===== config.mk =====
export PLATFORM = sky130hd
export DESIGN_NAME = ped_request_ctrl
export DESIGN_NICKNAME = d
export VERILOG_FILES = /design/src/rtl/traffic_pkg.sv /design/src/rtl/btn_debounce.sv /design/src/rtl/ped_request_ctrl.sv
export SDC_FILE = /design/constraint.sdc
export NUM_CORES = 1
export LEC_CHECK = 0
export CAP_MARGIN = 20
export CORE_MARGIN = 4
export CORE_UTILIZATION = 45
export CTS_CLUSTER_SIZE = 25
export DETAILED_ROUTE_END_ITERATION = 16
export DONT_BUFFER_PORTS = 1
export GPL_ROUTABILITY_DRIVEN = 0
export GPL_TIMING_DRIVEN = 0
export HOLD_SLACK_MARGIN = 0.03
export SYNTH_ARGS = -nofsm -noshare
export SYNTH_HDL_FRONTEND = slang
export SYNTH_SLANG_ARGS = --single-unit

===== constraint.sdc =====
create_clock -name clk -period 2.3 [get_ports clk]
set_clock_uncertainty 0.1 [all_clocks]
set_input_delay 0.23 -clock clk [delete_from_list [all_inputs] [get_ports clk]]
set_output_delay 0.23 -clock clk [all_outputs]
set_load 0.01 [all_outputs]

===== src/rtl/traffic_pkg.sv =====
`default_nettype none
// ============================================================================
//  Module   : traffic_pkg
//  Purpose  : Shared types and helpers for the traffic-light controller and
//             its pedestrian request front-end.
//  Contents : ReqState  - pedestrian request FSM state encoding
//             deb_cycles - debounce length in clock cycles from clock
//                          frequency (Hz) and debounce time (ms), min 1
//  Revision : 1.0 - initial release
// ============================================================================
package traffic_pkg;

  typedef enum logic [1:0] {
    Ridle  = 2'd0,
    Rpend  = 2'd1,
    Rserve = 2'd2
  } ReqState;

  // Used by both this block and the traffic-light top so that every button
  // on the board is debounced with the same cycle count.
  function automatic int deb_cycles(input int fpga_freq, input int t_ms);
    int c;
    c = (fpga_freq / 1000) * t_ms;
    return (c < 1) ? 1 : c;
  endfunction

endpackage : traffic_pkg
`default_nettype wire


===== src/rtl/btn_debounce.sv =====
`default_nettype none
// ============================================================================
//  Module   : btn_debounce
//  Purpose  : Two-flop synchroniser, counter debouncer and press-edge strobe
//             for one active-low mechanical button.
//  Params   : DEB_CYCLES - consecutive disagreeing cycles needed before the
//                          accepted level follows the synchronised input
//  Ports    : clk   in  system clock
//             reset in  synchronous, active-high reset
//             b_n   in  raw button, active-low, asynchronous to clk
//             level out debounced level, 1 = pressed
//             rise  out one-cycle strobe per accepted press (registered)
//  Revision : 1.0 - initial release
// ============================================================================
module btn_debounce #(
  parameter int DEB_CYCLES = 1
) (
  input  logic clk,
  input  logic reset,
  input  logic b_n,
  output logic level,
  output logic rise
);

  localparam int CW = $clog2(DEB_CYCLES + 1);
  localparam logic [CW-1:0] CNT_LAST = CW'(DEB_CYCLES - 1);
  localparam logic [CW-1:0] CNT_ONE  = CW'(1);

  logic          sync1;
  logic          sync2;
  logic          btn_s;
  logic          btn_db;
  logic          btn_db_q;
  logic [CW-1:0] deb_cnt;

  // Synchroniser resets to the released (high) level so a button that is
  // held through reset is seen as a fresh press afterwards.
  assign btn_s = ~sync2;
  assign level = btn_db;

  always_ff @(posedge clk) begin
    if (reset) begin
      sync1    <= 1'b1;
      sync2    <= 1'b1;
      btn_db   <= 1'b0;
      btn_db_q <= 1'b0;
      deb_cnt  <= '0;
      rise     <= 1'b0;
    end else begin
      sync1    <= b_n;
      sync2    <= sync1;
      btn_db_q <= btn_db;
      rise     <= btn_db & ~btn_db_q;

      // Any agreeing cycle restarts the count, so only an uninterrupted
      // run of DEB_CYCLES disagreeing cycles moves the accepted level.
      if (btn_s != btn_db) begin
        if (deb_cnt == CNT_LAST) begin
          btn_db  <= btn_s;
          deb_cnt <= '0;
        end else begin
          deb_cnt <= deb_cnt + CNT_ONE;
        end
      end else begin
        deb_cnt <= '0;
      end
    end
  end

endmodule : btn_debounce
`default_nettype wire


===== src/rtl/ped_request_ctrl.sv =====
`default_nettype none
// ============================================================================
//  Module   : ped_request_ctrl
//  Purpose  : Pedestrian request front-end. Debounces the push-button and
//             holds a request level for the traffic-light FSM until that FSM
//             reports the pedestrian phase is running.
//  Params   : FPGAFREQ      - clock frequency in Hz
//             T_DEBOUNCE_MS - debounce time in ms
//  Ports    : clk         in  system clock
//             reset       in  synchronous, active-high reset
//             b_npeaton   in  raw pedestrian button, active-low, async
//             ped_active  in  traffic-light FSM is in pedestrian green
//             req         out pending pedestrian request (level)
//             sol_light   out "request registered" LED
//             press_pulse out one-cycle strobe per accepted press
//  Revision : 1.0 - initial release
// ============================================================================
module ped_request_ctrl
  import traffic_pkg::*;
#(
  parameter int FPGAFREQ      = 50_000_000,
  parameter int T_DEBOUNCE_MS = 20
) (
  input  logic clk,
  input  logic reset,
  input  logic b_npeaton,
  input  logic ped_active,
  output logic req,
  output logic sol_light,
  output logic press_pulse
);

  localparam int DEB_CYCLES = deb_cycles(FPGAFREQ, T_DEBOUNCE_MS);

  logic    btn_level;
  ReqState state;

  btn_debounce #(
    .DEB_CYCLES (DEB_CYCLES)
  ) u_btn_debounce (
    .clk   (clk),
    .reset (reset),
    .b_n   (b_npeaton),
    .level (btn_level),
    .rise  (press_pulse)
  );

  // Outputs are loaded together with the state so they are registered and
  // change on the same edge as the state they decode.
  always_ff @(posedge clk) begin
    if (reset) begin
      state     <= Ridle;
      req       <= 1'b0;
      sol_light <= 1'b0;
    end else begin
      case (state)
        Ridle: begin
          // A press that coincides with an active pedestrian phase would be
          // served by the phase already running, so it is dropped.
          if (press_pulse && !ped_active) begin
            state     <= Rpend;
            req       <= 1'b1;
            sol_light <= 1'b1;
          end
        end
        Rpend: begin
          // Extra presses are absorbed here: one pending request only.
          if (ped_active) begin
            state     <= Rserve;
            req       <= 1'b0;
            sol_light <= 1'b0;
          end
        end
        Rserve: begin
          if (!ped_active) begin
            state <= Ridle;
          end
        end
        default: begin
          state     <= Ridle;
          req       <= 1'b0;
          sol_light <= 1'b0;
        end
      endcase
    end
  end

endmodule : ped_request_ctrl
`default_nettype wire


# Word level (Yosys, flattened, before mapping)
# Index checks and enable logic that the tools add are counted.
word_totals:
  register_bits: 28
  inputBits: 4
  out_inout_bits: 3
  elab_cells: 35
classes:
  n_addsub: 1
  eq_ne: 7
  n_mux: 7
  bitwise: 5
  n_reduce_logical: 7
ops:
  columns: ["operator", "n"]
  rows:
  - ["20-bit by 1-bit adder with 20-bit output (second input constant)", 1]
  - ["20-bit == test (second input constant)", 1]
  - ["2-bit 2-to-1 mux", 3]
  - ["2-bit != test (second input constant)", 3]
  - ["2-bit one-hot mux with 3 select lines", 1]
  - ["3-bit AND reduction", 2]
  - ["1-bit inverter", 4]
  - ["1-bit one-hot mux with 3 select lines", 1]
  - ["3-bit OR reduction", 1]
  - ["2-bit by 1-bit == test with 1-bit output (second input constant)", 1]
  - ["2-bit == test (second input constant)", 1]
  - ["2-bit logical NOT", 1]
  - ["1-bit 2-to-1 mux", 2]
  - ["2-bit AND reduction", 1]
  - ["1-bit bitwise AND", 1]
  - ["1-bit logical AND", 1]
  - ["1-bit logical NOT", 1]
  - ["1-bit != test", 1]

# Logic depth before layout (Yosys ltp)
logic_depth:
  ltp_word: 4
  mapped_depth: 7
  depth_no_buf: 5

# By module
# Synthesis repeated with hierarchy kept, for this count alone.
hier_totals:
  cells_unflattened: 129
  area_unflattened_um2: 1204.9
modules_own_cells:
  columns: ["mod", "instances", "cells_each", "area_per_inst_um2", "seq_area_each_um2"]
  rows:
  - ["btn_debounce", 1, 117, 1079.8, 500.5]
  - ["ped_request_ctrl", 1, 12, 125.1, 60.1]

# Worst setup path before layout
# OpenSTA, ideal clock, no wires.
synth_path:
  path_type: "reg-to-reg"
  startpoint: "register u_btn_debounce.deb_cnt[0]"
  endpoint: "register u_btn_debounce.deb_cnt[18]"
  setup_ps: 70
  arrival_time_ps: 1691
  setup_slack_ps: 440
  path_stages_with_launch: 6
  path_buffers: 0
  synth_period_minus_slack_ps: 1860
  path_cell_list: "dfxtp_1 ha_1 nand3_1 or3_1 or4_1 a21oi_1"
synth_via:
  elab_chain_cells: 2
  word_cells_on_any_way: 3
  classes_between: "add/sub: 1; eq/ne: 1; reduce/logical: 1"
synth_rtl:
  columns: ["element", "line_no", "text"]
  rows:
  - ["from (decl)", "btn_debounce.sv:34", "logic [CW-1:0] deb_cnt;"]
  - ["from (signal assigned)", "btn_debounce.sv:62", "deb_cnt <= deb_cnt + CNT_ONE;"]
  - ["branches (longest 2 deep; another with 20-bit by 1-bit adder with 20-bit output)", null, null]
# Several ways; the timed one is not identified.
# A chain may end at the register's enable or synchronous reset.

# Worst setup path after layout
layout_path:
  startpoint: "register u_btn_debounce.deb_cnt[14]"
  endpoint: "register u_btn_debounce.deb_cnt[8]"
layout_via:
  elab_chain_cells: 2
layout_rtl:
  columns: ["element", "line_no", "text"]
  rows:
  - ["20-bit == test", "btn_debounce.sv:58", "if (deb_cnt == CNT_LAST) begin"]
  - ["3-bit OR reduction (no line)", null, null]
# Every way passes these cells.

==> metrics <==
Syn Area/Cell=just over 9 µm²; cts hold-fix bufs=4; final setup fails=0; yosys warns=0; Pwr Total=between 0.8 and 0.9 mW; largest family of logic cells by synthesized area=simple AND/OR/NAND/NOR gates; worst vdd ir=about 0.00035 V; Hold Worst Slack=roughly 300 ps; crit path kind=reg -> reg; Worst-Skew Late Latency=340 ps; Critical Path Max Stage Delay=between 600 and 700 ps; final WL=between 2000 and 2500 µm; Tmin final=roughly 2100 ps; Final ANT Viol Nets=0; number of max-cap violations=0; Clock Pin Slew Worst Setup and Hold Paths=150 ps; Synth Cell Area=around 0.0012 mm²; f_max=~480 MHz; root buffer cell=clkbuf_4; Worst Path Required=between 2000 and 2500 ps; top-area cell type share of the netlist area=about 47%; commonest non-fill, non-tap cell in the layout=dfxtp_1; Period Utilization, post-route=approximately nine tenths; clk buf depth=2; hpwl dp=1420 µm; Synth Instances=~130; worst hold stages=1; fin. max-slew vios=0; die area=between 0.003 and 0.004 mm²; I/O pin count=7; # diodes=0; Buffers & Inverters on Critical Path=2; area leader, netlist=dfxtp_1; post-cts resize count=0; DIE WIDTH=between 50 and 60 µm; crit start category=flip-flop; Syn Nets=roughly 130; mean routed wirelength per cell=12.4 µm; filler cell count=between 200 and 250; Critical Path Sink Type=flip-flop; Post-synth EDFFs=0; number of global-route vias before repair=797; layout cells sized above 1=11.0%; row count=18; Crit Path Max Fanout=10; height of the die=59.4 µm; xor-xnor portion of the synthesized cell area=a little under an eighth; worst relative slew slack=76.5%; Adder-Cell Fraction of Synth Area=approximately 1.1%; Pwr Density=between 600 and 700 mW/mm²; leak pwr=between 0.4 and 0.5 nW; Final Non-Filler Cells=~170; most frequent cells in the layout=28 x dfxtp_1, 20 x nor2_1, 15 x xnor2_1, 6 x a21oi_1; Largest delay share family, worst path=simple AND/OR/NAND/NOR gates; TritonCTS clock tree=built; port buffer count=0; H-tree Lvls=1; initial core utilization=a little under half; Synth Flop Type=dfxtp_1; synth unique cells=32; register bit count reported by yosys=28; stages on the worst setup path=6; CTS Buf Count=3; Crit-path slowest cell=or4bb_2; Placed Cells=158; FF+latch area=roughly 560 µm²; synth-to-layout area growth=10.9%; setup repair bufs after CTS=0; post-synthesis sequential area ratio=a little under half; DR vias/cell=roughly 5.3; clock tree sinks=28; routed vias=a little under 900; first-pass GRT wire length=3550 µm; Synth Area in Simple Gates=between 20 and 30%; initial antenna violation count=0; multi-input logic area=roughly 580 µm²; GR Util All Layers=13.5%; Synth async-reset ratio=0%; Critical Path AT=2240 ps; final hold violation count=0; status=finished clean; # nets final=142; Synth area leaders=dfxtp_1 47%, xnor2_1 11%, nor2_1 6.3%; Hold Crit Class=reg -> reg; drt first pass iters=4; 1st-iter DRT viols=35; largest net degree at the start of global routing=17; RSZ-0062 raised after global routing=false; post-synthesis mux area share=0%; setup TNS=0 ps; Register-to-Register Path Depth=6; core footprint=about 0.0025 mm²; cell chain of the critical path=or4bb_2, nor4_2, a21o_1, buf_4, buf_6, nor2_1; Compound-Gate Fraction of Synth Area=slightly above 7%; worst slew pin tran=approximately 350 ps; detailed-route DRC error count=0; Layout Utilization=between 50% and 60%; total congestion overflow=0
power by group:
part | total, mW | internal [mW] | switching, mW
clock network | 0.329 | 0.176 | 0.152
registers | 0.489 | 0.487 | 0.00106
logic | 0.0145 | 0.00767 | 0.00684
cells by family (layout without fill, tap and decap cells):
logic type	after synthesis	count (layout)
and+or+nand+nor	60	60
DFF	28	28
xor gates and xnor gates	16	16
AOI/OAI and AO/OA	14	14
buffers and inverters	9	17
adders and majority gates	1	1
cell usage after synthesis, drive strengths merged, types with 4 or more instances:
library cell,number
nor2,20
a21oi,6
nand3,6
or4,4
nor4,4
inv,5
dfxtp,28
xnor2,15
metal layers:
layer / global-route usage (%) / share of wire [%] / vias to the layer above
met4: 7.77 / 2.2 / 0
met5: 0 / 0 / -
met2: 20.3 / 46 / 9
met1: 17.9 / 49 / 407
met3: 2.61 / 3.0 / 5
li1: - / - / 456
worst reg2reg max path: stages, from the launching register on:
cell and delay [ps]:
dfxtp_1 440, or4bb_2 660, nor4_2 260, a21o_1 170, buf_4 170, buf_6 160, nor2_1 60
final timing paths:
check	start	end	slack, ps
setup reg to reg	u_btn_debounce.deb_cnt[14]	u_btn_debounce.deb_cnt[8]	210
hold / removal	u_btn_debounce.btn_db_q	u_btn_debounce.rise	300
hold reg to reg	u_btn_debounce.btn_db_q	u_btn_debounce.rise	300
setup / recovery	u_btn_debounce.deb_cnt[14]	u_btn_debounce.deb_cnt[8]	210
final cells by class:
type                       count  share of cell area [%]
multi-input combinational     91                    43.8
sequential                    28                    42.5
timing repair buffer           4                    3.04
tap                           30                    2.85
buffer                         4                    2.37
clock inverter                 1                    2.28
clock buffer                   3                    1.71
inverter                       5                    1.42
state kept, by name, indices dropped and copies added, names as in the netlist:
signal	flops
state	2
u_btn_debounce.deb_cnt	20
u_btn_debounce.sync2	1
u_btn_debounce.level	1
u_btn_debounce.rise	1
u_btn_debounce.sync1	1
u_btn_debounce.btn_db_q	1
sol_light	1
per-stage QoR:
step	area [µm²]	setup slack [ps]
after global routing	1320	118
final	1320	213
after floorplan	1190	440
after detailed placement	1230	228
after CTS	1320	205
after global placement	1230	231
Power figures use the tool's default switching activity.
